<file path="src/rtl/sfr_write_arbiter_if.sv">
// sfr_write_arbiter_if: requester bus plus shared SFR write port of the arbiter
interface sfr_write_arbiter_if #(
    parameter int N_REQ  = 2,
    parameter int DATA_W = 64,
    parameter int N_SFR  = 14
);
    logic [N_REQ-1:0]        req_valid;
    logic [32*N_REQ-1:0]     req_addr;
    logic [DATA_W*N_REQ-1:0] req_data;
    logic [N_REQ-1:0]        req_ack;
    logic [N_REQ-1:0]        req_err;
    logic [N_SFR-1:0]        sfr_load;
    logic [DATA_W-1:0]       sfr_data;
    logic                    busy;
    modport master (
        output req_valid, req_addr, req_data,
        input  req_ack, req_err, sfr_load, sfr_data, busy
    );
    modport slave (
        input  req_valid, req_addr, req_data,
        output req_ack, req_err, sfr_load, sfr_data, busy
    );
endinterface

</file>
<file path="src/rtl/sfr_write_arbiter.sv">
// sfr_write_arbiter: round-robin arbitration of SFR writes with one-hot decoded,
// flop-driven load strobe held for a full cycle around the SFR capture (falling) edge.
module sfr_write_arbiter #(
    parameter int N_REQ  = 2,
    parameter int DATA_W = 64,
    parameter int N_SFR  = 14
) (
    input logic clk_i,
    input logic rst_ni,
    sfr_write_arbiter_if.slave bus_if
);
    localparam int IW = (N_REQ > 1) ? $clog2(N_REQ) : 1;
    typedef enum logic {IDLE, WRITE} state_t;
    state_t            state_q, state_d;
    logic [IW-1:0]     last_q, last_d, win;
    logic [N_SFR-1:0]  load_q, load_d;
    logic [DATA_W-1:0] data_q, data_d;
    logic [N_REQ-1:0]  ack_q, ack_d, err_q, err_d;
    logic [31:0]       addr;
    logic [11:0]       idx;
    logic              found, hit;
    always_ff @(posedge clk_i or negedge rst_ni) begin
        if (!rst_ni) begin
            state_q <= IDLE;
            last_q  <= IW'(N_REQ - 1);
            load_q  <= '0;
            data_q  <= '0;
            ack_q   <= '0;
            err_q   <= '0;
        end else begin
            state_q <= state_d;
            last_q  <= last_d;
            load_q  <= load_d;
            data_q  <= data_d;
            ack_q   <= ack_d;
            err_q   <= err_d;
        end
    end
    // Search starts just after the previous winner so every waiter is reached within N_REQ grants.
    always_comb begin
        win   = '0;
        found = 1'b0;
        for (int o = 1; o <= N_REQ; o++) begin
            if (!found && bus_if.req_valid[(int'(last_q) + o) % N_REQ]) begin
                win   = IW'((int'(last_q) + o) % N_REQ);
                found = 1'b1;
            end
        end
    end
    always_comb begin
        addr    = bus_if.req_addr[32*win +: 32];
        idx     = addr[31:20];
        hit     = (addr[19:0] == 20'd0) && (idx >= 12'd1) && (idx <= 12'(N_SFR));
        state_d = IDLE;
        last_d  = last_q;
        load_d  = '0;
        data_d  = data_q;
        ack_d   = '0;
        err_d   = '0;
        if (state_q == IDLE && found) begin
            state_d    = WRITE;
            last_d     = win;
            load_d     = hit ? N_SFR'(1) << (idx - 12'd1) : '0;
            data_d     = bus_if.req_data[DATA_W*win +: DATA_W];
            ack_d[win] = 1'b1;
            err_d[win] = !hit;
        end
    end
    assign bus_if.sfr_load = load_q;
    assign bus_if.sfr_data = data_q;
    assign bus_if.req_ack  = ack_q;
    assign bus_if.req_err  = err_q;
    assign bus_if.busy     = (state_q == WRITE);
endmodule
</file>
<file path="src/flat_wrapper.sv">
// flat-port wrapper written by rule: the top's interface ports become plain ports
module sfr_write_arbiter_flat 
#(
    parameter int N_REQ  = 2,
    parameter int DATA_W = 64,
    parameter int N_SFR  = 14
)
  (clk_i, rst_ni, bus_if_req_valid, bus_if_req_addr, bus_if_req_data, bus_if_req_ack, bus_if_req_err, bus_if_sfr_load, bus_if_sfr_data, bus_if_busy);
  sfr_write_arbiter_if #(.N_REQ(N_REQ), .DATA_W(DATA_W), .N_SFR(N_SFR)) bus_if_i ();
  input logic clk_i;
  input logic rst_ni;
  input wire logic [$bits(bus_if_i.req_valid)-1:0] bus_if_req_valid;
  input wire logic [$bits(bus_if_i.req_addr)-1:0] bus_if_req_addr;
  input wire logic [$bits(bus_if_i.req_data)-1:0] bus_if_req_data;
  output wire logic [$bits(bus_if_i.req_ack)-1:0] bus_if_req_ack;
  output wire logic [$bits(bus_if_i.req_err)-1:0] bus_if_req_err;
  output wire logic [$bits(bus_if_i.sfr_load)-1:0] bus_if_sfr_load;
  output wire logic [$bits(bus_if_i.sfr_data)-1:0] bus_if_sfr_data;
  output wire logic [$bits(bus_if_i.busy)-1:0] bus_if_busy;
  assign bus_if_i.req_valid = bus_if_req_valid;
  assign bus_if_i.req_addr = bus_if_req_addr;
  assign bus_if_i.req_data = bus_if_req_data;
  assign bus_if_req_ack = bus_if_i.req_ack;
  assign bus_if_req_err = bus_if_i.req_err;
  assign bus_if_sfr_load = bus_if_i.sfr_load;
  assign bus_if_sfr_data = bus_if_i.sfr_data;
  assign bus_if_busy = bus_if_i.busy;
  sfr_write_arbiter #(.N_REQ(N_REQ), .DATA_W(DATA_W), .N_SFR(N_SFR)) u_core (.clk_i(clk_i), .rst_ni(rst_ni), .bus_if(bus_if_i));
endmodule
</file>
<file path="config.mk">
export PLATFORM = sky130hd
export DESIGN_NAME = sfr_write_arbiter_flat
export DESIGN_NICKNAME = d
export VERILOG_FILES = /design/src/rtl/sfr_write_arbiter_if.sv /design/src/rtl/sfr_write_arbiter.sv /design/src/flat_wrapper.sv
export SDC_FILE = /design/constraint.sdc
export NUM_CORES = 1
export LEC_CHECK = 0
export CAP_MARGIN = 20
export CORE_AREA = 2 2 109 111
export CTS_CLUSTER_DIAMETER = 50
export DETAILED_ROUTE_END_ITERATION = 6
export DIE_AREA = 0 0 111 113
export GPL_ROUTABILITY_DRIVEN = 0
export GPL_TIMING_DRIVEN = 1
export HOLD_SLACK_MARGIN = 0.08
export PLACE_DENSITY_LB_ADDON = 0.08
export SLEW_MARGIN = 0
export SYNTH_ARGS = -nofsm -noshare
export SYNTH_HDL_FRONTEND = slang
export SYNTH_SLANG_ARGS = --single-unit
</file>
<file path="constraint.sdc">
create_clock -name clk_i -period 2.2 [get_ports clk_i]
set_input_delay 0.44 -clock clk_i [delete_from_list [all_inputs] [get_ports clk_i]]
set_output_delay 0.44 -clock clk_i [all_outputs]
set_load 0.02 [all_outputs]
</file>
Word level (Yosys, flattened, before mapping) --
Index checks and enable logic that the tools add are counted.
Storage, ports and cells: register bits after elaboration 84, input port bits 196, word-level logic and storage cells 47
Operators by class: shift operators 3, mux-type cells 17, reduce and logical (&&, ||, !) cells 8, $add $sub $neg 3, $lt $le $gt $ge 6, bitwise logic cells 4
Operator list (count):
- $shiftx 128x8->64 | 1
- $shiftx 64x7->32 | 1
- $mux 14 | 2
- $logic_not 20->1 | 1
- $shl 1x12->14 const A | 1
- $ge 12x1->1 const B | 1
- $le 12x4->1 const B | 1
- $mux 1 | 12
- $sub 12x1->12 const B | 1
- $lt 2x3->1 const B | 2
- $logic_and 1x1->1 | 5
- $mux 2 | 2
- $add 1x1->1 const B | 2
- $and 1x1->1 const A | 2
- $and 2x2->2 | 1
- $logic_not 1->1 | 2
- $lt 1x2->1 const B | 1
- $demux 1 s1 | 1
- $ge 1x1->1 const B | 1
- $not 1->1 | 1

Depth between registers and ports, before layout --
Gate-level depths: netlist (run 1).
depth in word-level cells 16, mapped depth 7, mapped depth without buffers 4

Worst setup path after synthesis (run 1) --
OpenSTA, ideal clock, no wires.
path type input to register, start input port bus_if_req_valid[1], end register u_core.load_q[10] (netlist: u_core.bus_if.sfr_load[10]), cell stages on the path 7, buffers on the path 3, arrival time 1.611 ns, library setup time 0.101 ns, path slack 0.488 ns, data required time 2.099 ns, cell sequence a21bo_1 > buf_6 > nor3_2 > a2bb2o_4 > buf_6 > buf_8 > nor4_1
On the way: word-level cells in the longest chain between the ends 13, elaborated cells between the ends (all ways) 23, those cells by class add/sub: 1; order compare: 2; shift: 2; mux: 12; reduce/logical: 6
RTL lines:
- start: declaration | line flat_wrapper.sv:12 | input wire logic [$bits(bus_if_i.req_valid)-1:0] bus_if_req_valid;
- $mux 1 (not written as such) (3 in series) | line sfr_write_arbiter.sv:44 | if (!found && bus_if.req_valid[(int'(last_q) + o) % N_REQ]) begin
- $mux 1 | line sfr_write_arbiter.sv:44
- $logic_not 1->1 | line sfr_write_arbiter.sv:44
- $logic_and 1x1->1 | line sfr_write_arbiter.sv:44
- $mux 1 | line sfr_write_arbiter.sv:44
- $shiftx 64x7->32 | line sfr_write_arbiter.sv:51 | addr = bus_if.req_addr[32*win +: 32];
- $ge 12x1->1 / $logic_not 20->1 (equally long branches) | line sfr_write_arbiter.sv:53 | hit = (addr[19:0] == 20'd0) && (idx >= 12'd1) && (idx <= 12'(N_SFR));
- $logic_and 1x1->1 (2 in series) | line sfr_write_arbiter.sv:53
- $mux 14 | line sfr_write_arbiter.sv:63 | load_d = hit ? N_SFR'(1) << (idx - 12'd1) : '0;
- $mux 14 * | line sfr_write_arbiter.sv:60 | if (state_q == IDLE && found) begin
- named net u_core.load_d[10] | line sfr_write_arbiter.sv:16 | logic [N_SFR-1:0] load_q, load_d;
- end signal: assignment | line sfr_write_arbiter.sv:33 | load_q <= load_d;
- end: declaration | line sfr_write_arbiter.sv:16
The timed path passes the listed nets; every way through them passes the cells marked *. The select of a mux whose other input is x is not followed. A chain may end at the register's enable or synchronous reset.

Worst setup path after layout (run 1) --
start input port bus_if_req_addr[17], end register u_core.load_q[12] (netlist: u_core.bus_if.sfr_load[12])
On the way: word-level cells in the longest chain between the ends 6
RTL lines:
- start: declaration | line flat_wrapper.sv:13 | input wire logic [$bits(bus_if_i.req_addr)-1:0] bus_if_req_addr;
- $shiftx 64x7->32 | line sfr_write_arbiter.sv:51
- $logic_not 20->1 | line sfr_write_arbiter.sv:53
- $logic_and 1x1->1 (2 in series) | line sfr_write_arbiter.sv:53
- $mux 14 | line sfr_write_arbiter.sv:63
- $mux 14 | line sfr_write_arbiter.sv:60
- named net u_core.load_d[12] | line sfr_write_arbiter.sv:16
The timed path passes the listed nets, and every way through them passes these cells.

==> qor.txt, run 1 <==
post-route cell area -> 0.00722 sq mm
die footprint -> 0.0125 sq mm
synth cell count leaders -> dfrtp_1 (83), inv_1 (52), a222oi_1 (51), nor4_1 (27), clkbuf_1 (18)
Port-buffer cells -> 278
Max-slew headroom -> 64.2%
EDFF count, synth -> 0
Setup-failing EPs final -> 0
vias per inst -> 5.20
top cells by area, synth -> dfrtp_1 (55%), a222oi_1 (14%), inv_1 (5.2%)
total power -> 5.59 mW
final slew viol count -> 0
area leader, netlist -> dfrtp_1
leakage -> 3.08 nW
Hold Startpoint -> u_core.bus_if.sfr_data[32]
Critical Path AT -> 2.24 ns
#FFs+latches synth -> 84
Mapped Nets -> 525
Detail Placement HPWL -> 11.3 mm
Core ar. -> 0.0113 sq mm
R2R Path Start -> u_core.last_q
Final ANT Viol Nets -> 0
total negative setup slack -> 0 ns
crit path cell chain -> clkdlybuf4s50_1 -> nor4_1 -> buf_4 -> nand4_1 -> o22a_1 -> nor4_1
met1 wire length -> 5.20 mm
Yosys warning total -> 0
Worst Setup End Kind -> flip-flop
ys flop type -> dfrtp_1
Die Width -> 111 microns
diode count -> 0
Synth Area per Inst -> 11.4 sq um
run status -> completed
antenna violations before repair -> 0
Nets -> 816
Buf/Inv on CP -> 2
fin crit period -> 2.04 ns
worst r2r dst -> u_core.bus_if.sfr_load[12]
top-count cell post-synth -> dfrtp_1
CTS tree -> built
Pre-antenna DRT Iters -> 6
area grow syn2layout -> 92.2%
Hold Crit Class -> reg -> reg
PD cells -> 774 mW/mm^2
drt total wl -> 14.4 mm
Worst VDD drop -> 0.406 mV
clk sinks -> 84
vias in the first global route -> 4203
Die H -> 113 microns
R2R cell count -> 6
Setup Skew -> 0.00543 ns
critical path class -> in -> reg
hold path depth -> 2
Top delay family on crit path -> simple AND/OR/NAND/NOR gates
Worst-path clk slew -> 0.06 ns
Final Hold Fails -> 0
largest net degree at the start of global routing -> 49
Max-Cap Viols -> 0
Tightest Pin Transition -> 0.537 ns
first-pass GRT wire length -> 22.3 mm
share of post-route cells with drive strength above 1 -> 8.64%
clk buf depth -> 2
share of the synthesized area in the top cell type -> 55.3%
FMAX -> 0.491 GHz
highest cell delay on the worst timing path -> 0.46 ns
wire per inst -> 18.7 microns
CP Max Fanout -> 16
Req. time, crit path -> 2.41 ns
# IOs -> 279
gr usage total -> 22.7%
worst hold endpoint -> u_core.bus_if.sfr_data[32]
Post-synth ARST share -> 100%
Routed met2 length -> 7.94 mm
CTS buffer count -> 9
sequential fraction of the synthesis area -> 56.0%
Initial Util -> 33.3%
placed inst area -> 0.00689 sq mm
Congestion Overflow GR -> 0
Setup crit start kind -> input port
routed wl met3 -> 1.07 mm
H-tree depth -> 3
Detailed Route Iter0 Violations -> 315
row cnt -> 39
slowest CP cell -> clkdlybuf4s50_1
CTS root buf -> clkbuf_16
reg2reg setup slack -> 0.24 ns
CP dominant cell by count -> nor4_1
Final Cycle Share -> 92.6%
clk_lat worst skew -> 0.34 ns
post-synthesis cell count -> 329
Highest Signal Layer -> met4
drc violations -> 0
library cells used by synthesis -> 34
vias post-DR -> 3991
synthesized cell area -> 0.00376 sq mm
RSZ-0062 raised after global routing -> no
## logic make-up after synthesis
group           count (synthesis)  share of synthesized area, %
compound gates                 79                          20.7
buf+inv                        78                          8.59
flops                          84                          56.0
mux                             8                          2.16
simple gates                   80                          12.6
## final cells by class
type / count / area [sq um]
repair buffers: 306 / 3070
clock inverters: 3 / 42.5
inverters: 52 / 195
clock buffers: 13 / 280
well taps: 143 / 179
flip-flops and latches: 84 / 2100
fillers: 942 / 4050
multi-input cells: 167 / 1360
## worst max path at each step
stage | startpoint | to | slack, ns | cells past startpoint
2_1_floorplan | bus_if_req_valid[1] | u_core.bus_if.sfr_load[10] | 0.49 | 7
3_3_place_gp | bus_if_req_addr[17] | u_core.bus_if.req_err[0] | -0.12 | 7
3_5_place_dp | bus_if_req_addr[17] | u_core.bus_if.sfr_load[3] | -0.16 | 6
4_1_cts | bus_if_req_addr[17] | u_core.bus_if.sfr_load[3] | 0.21 | 6
5_1_grt | bus_if_req_valid[1] | u_core.bus_if.sfr_load[5] | 0.02 | 6
6_report | bus_if_req_addr[17] | u_core.bus_if.sfr_load[12] | 0.16 | 6
## through the flow
| step | cells | setup slack, ns | hold slack (ns) | util (%) |
|---|---|---|---|---|
| after floorplan | 329 | 0.488 | 0.144 | - |
| final | 768 | 0.163 | 0.507 | 64.1 |
| after detailed placement | 751 | -0.165 | 0.436 | 61.1 |
| after global routing | 768 | 0.0173 | 0.519 | 64.1 |
| after CTS | 768 | 0.208 | 0.508 | 64.1 |
| after global placement | 751 | -0.118 | 0.433 | 61.1 |
## state kept, by name, summed over array words and instances, names as in the netlist
register                flops
u_core.bus_if.req_ack       2
u_core.bus_if.req_err       2
u_core.last_q               1
u_core.bus_if.sfr_load     14
u_core.bus_if.busy          1
u_core.bus_if.sfr_data     64
## placed cells by master (no fill, tap or decap), drive strengths merged
cell and count:
clkbuf 13, a221o 13, a2111oi 1, nor2 4
a21boi 1, nand3 6, dfrtp 83, a2bb2o 1
a21o 1, nand2 13, nor4 27, o22a 1
o21bai 1, clkdlybuf4s50 277, dfstp 1, clkinvlp 1
or3 2, o2111ai 2, bufinv 1, buf 28
a222oi 51, mux2 1, o21a 2, nor3 4
inv 52, clkinv 1, nor3b 15, dlygate4sd3 1
nand4 2, mux2i 7, a21bo 2, o21ai 3
nand2b 7
## tightest hold or removal path, cell delays in order (launching register included)
cell      delay, ns
dfrtp_1        0.34
a222oi_1       0.09
inv_1          0.05
## where the power goes
part	total [mW]	switching (mW)	internal [mW]	leakage [nW]
clock	1.59	0.589	1.00	0.158
combinational	2.02	0.920	1.10	1.88
sequential	1.98	0.150	1.83	1.05
total	5.59	1.66	3.93	3.08
## layer usage
layer  up-vias  global-route usage [%]
li1       1865                       -
met5         -                       0
met2       196                    44.9
met1      1917                    23.7
met3        13                    5.03
met4         0                    7.17
## repair_timing
action	in CTS	in global routing
hold buffers	1	0
endpoints found under the hold margin	1	0
buffers inserted	0	0
gates resized for setup	0	0
Power figures use the tool's default switching activity.
==> run 2: changes to the inputs <==
Settings changed: HOLD_SLACK_MARGIN 0.08 to unset.
==> run 2 against run 1 <==
Critical path depth did not move. Critical path type unchanged. Register-to-register slack barely moved. Non-clock buffer count fell by 1. Sequential power barely moved.
==> qor.txt, run 2 (same netlist as run 1, synthesis figures left out) <==
CP Max Fanout -> 16 (unchanged)
clk_lat worst skew -> 0.34 ns (about the same)
vias per inst -> 5.17 (-0.45%)
die footprint -> 0.0125 sq mm (unchanged)
crit path cell chain -> clkdlybuf4s50_1 -> nor4_1 -> buf_4 -> nand4_1 -> o22a_1 -> nor4_1
Core ar. -> 0.0113 sq mm (unchanged)
Nets -> 815 (-0.12%)
gr usage total -> 22.7% (unchanged)
Die H -> 113 microns (unchanged)
commonest cells after routing, fill and taps aside -> clkdlybuf4s50_1 (277), dfrtp_1 (83), inv_1 (52)
share of post-route cells with drive strength above 1 -> 8.65% (+0.014 points)
max FFs per register -> 64 (unchanged)
clk buf depth -> 2 (unchanged)
critical path class -> in -> reg
fin crit period -> 2.04 ns (-0.000438 ns)
run status -> completed
worst hold slack -> 0.0567 ns (-0.450 ns)
FMAX -> 0.491 GHz (about the same)
Initial Util -> 33.3% (unchanged)
PD cells -> 775 mW/mm^2 (about the same)
CTS root buf -> clkbuf_16
Max-Cap Viols -> 0 (unchanged)
Setup crit start kind -> input port
diode count -> 0 (unchanged)
Congestion Overflow GR -> 0 (unchanged)
largest net degree at the start of global routing -> 49 (unchanged)
final slew viol count -> 0 (unchanged)
vias post-DR -> 3968 (-0.58%)
Die Width -> 111 microns (unchanged)
placed inst area -> 0.00689 sq mm (unchanged)
antenna violations before repair -> 0 (unchanged)
first-pass GRT wire length -> 22.3 mm (unchanged)
commonest non-fill, non-tap cell in the layout -> clkdlybuf4s50_1
CTS tree -> built
drt total wl -> 14.4 mm (-0.11%)
Detail Placement HPWL -> 11.3 mm (unchanged)
Worst-path clk slew -> 0.06 ns (about the same)
Fillers -> 943 (+0.11%)
Buf/Inv on CP -> 2 (unchanged)
leakage -> 3.08 nW (-0.14%)
Critical Path AT -> 2.24 ns (about the same)
Req. time, crit path -> 2.41 ns (about the same)
Final Hold Fails -> 0 (unchanged)
Setup Skew -> 0.00695 ns (+0.00152 ns)
drc violations -> 0 (unchanged)
Hold Crit Class -> in -> async
wire per inst -> 18.8 microns (about the same)
Worst VDD drop -> 0.406 mV (about the same)
CTS buffer count -> 9 (unchanged)
CP dominant cell by count -> nor4_1
Final Cycle Share -> 92.6% (about the same)
Setup-failing EPs final -> 0 (unchanged)
post-cts hold buffer count -> 0 (-1)
Detailed Route Iter0 Violations -> 344 (+9.2%)
# IOs -> 279 (unchanged)
Cells after DPL -> 751 (unchanged)
RSZ-0062 raised after global routing -> no
H-tree depth -> 3 (unchanged)
post-route cell area -> 0.00721 sq mm (-0.14%)
Tightest Pin Transition -> 0.537 ns (-0.0000250 ns)
area grow syn2layout -> 92.0%
Max-slew headroom -> 64.2% (about the same)
Top delay family on crit path -> simple AND/OR/NAND/NOR gates
row cnt -> 39 (unchanged)
Pre-antenna DRT Iters -> 7 (+1)
clk sinks -> 84 (unchanged)
Port-buffer cells -> 278 (unchanged)
Worst Setup End Kind -> flip-flop
Post CTS Setup Buffer Count -> 0 (unchanged)
# resized after CTS -> 0 (unchanged)
highest cell delay on the worst timing path -> 0.46 ns (about the same)
non-filler instance count after layout -> 767 (-0.13%)
vias in the first global route -> 4203 (unchanged)
Final ANT Viol Nets -> 0 (unchanged)
slowest CP cell -> clkdlybuf4s50_1
==> run 2: metal layers <==
metal	up-vias	track usage (%)	share of wire [%]
met5	-	0	0
met4	0	7.17	1.4
met3	14	5.03	7.8
met2	200	44.9	55
met1	1891	23.7	36
li1	1863	-	-
==> run 2: final cells by class <==
class | count | area [sq um] | share of cell area (%)
inverters | 52 | 195 | 2.71
well taps | 143 | 179 | 2.48
multi-input cells | 167 | 1360 | 18.8
clock inverters | 3 | 42.5 | 0.590
flip-flops and latches | 84 | 2100 | 29.2
clock buffers | 13 | 280 | 3.89
repair buffers | 305 | 3060 | 42.4
==> run 2: stage by stage <==
| stage | TNS (ns) | total power [mW] | util (%) | setup WS, ns |
|---|---|---|---|---|
| 6_report | 0 | 5.59 | 64.0 | 0.164 |
| 5_1_grt | 0 | 5.84 | 64.0 | 0.0173 |
| 4_1_cts | 0 | 5.65 | 64.0 | 0.208 |
| 3_5_place_dp | -2.26 | 4.04 | 61.1 | -0.165 |
| 3_3_place_gp | -1.26 | 4.01 | 61.1 | -0.118 |
| 2_1_floorplan | 0 | 2.83 | - | 0.488 |
==> run 2: final timing paths <==
path	startpoint	end	slack, ns	depth (start not counted)
setup / recovery	bus_if_req_addr[17]	u_core.bus_if.sfr_load[12]	0.16	6
hold reg to reg	u_core.bus_if.sfr_data[32]	u_core.bus_if.sfr_data[32]	0.51	2
max in group asynchronous	rst_ni	u_core.last_q	1.45	2
setup reg to reg	u_core.last_q	u_core.bus_if.sfr_load[12]	0.25	6
min in group clk_i	u_core.bus_if.sfr_data[32]	u_core.bus_if.sfr_data[32]	0.51	2
hold / removal	rst_ni	u_core.bus_if.sfr_data[16]	0.06	1
==> run 2: where the power goes <==
| part | switching (mW) | internal, mW | leakage [nW] |
|---|---|---|---|
| logic | 0.920 | 1.10 | 1.88 |
| clock network | 0.588 | 1.00 | 0.158 |
| registers | 0.150 | 1.83 | 1.05 |
==> run 2: worst register-to-register path, delay by kind of cell (launching register included) <==
| kind | cells | cell delay [ns] |
|---|---|---|
| flip-flops | 1 | 0.56 |
| buffers and inverters | 2 | 0.40 |
| AND/OR/NAND/NOR | 2 | 0.33 |
| AO/OA/AOI/OAI | 1 | 0.29 |
| multiplexers | 1 | 0.26 |
==> run 3: changes to the inputs <==
Settings changed: CAP_MARGIN 20 to unset, CTS_CLUSTER_DIAMETER 50 to 120.
==> results of run 3 <==
No change in the layout: final DEF, timing and power equal those of run 2.
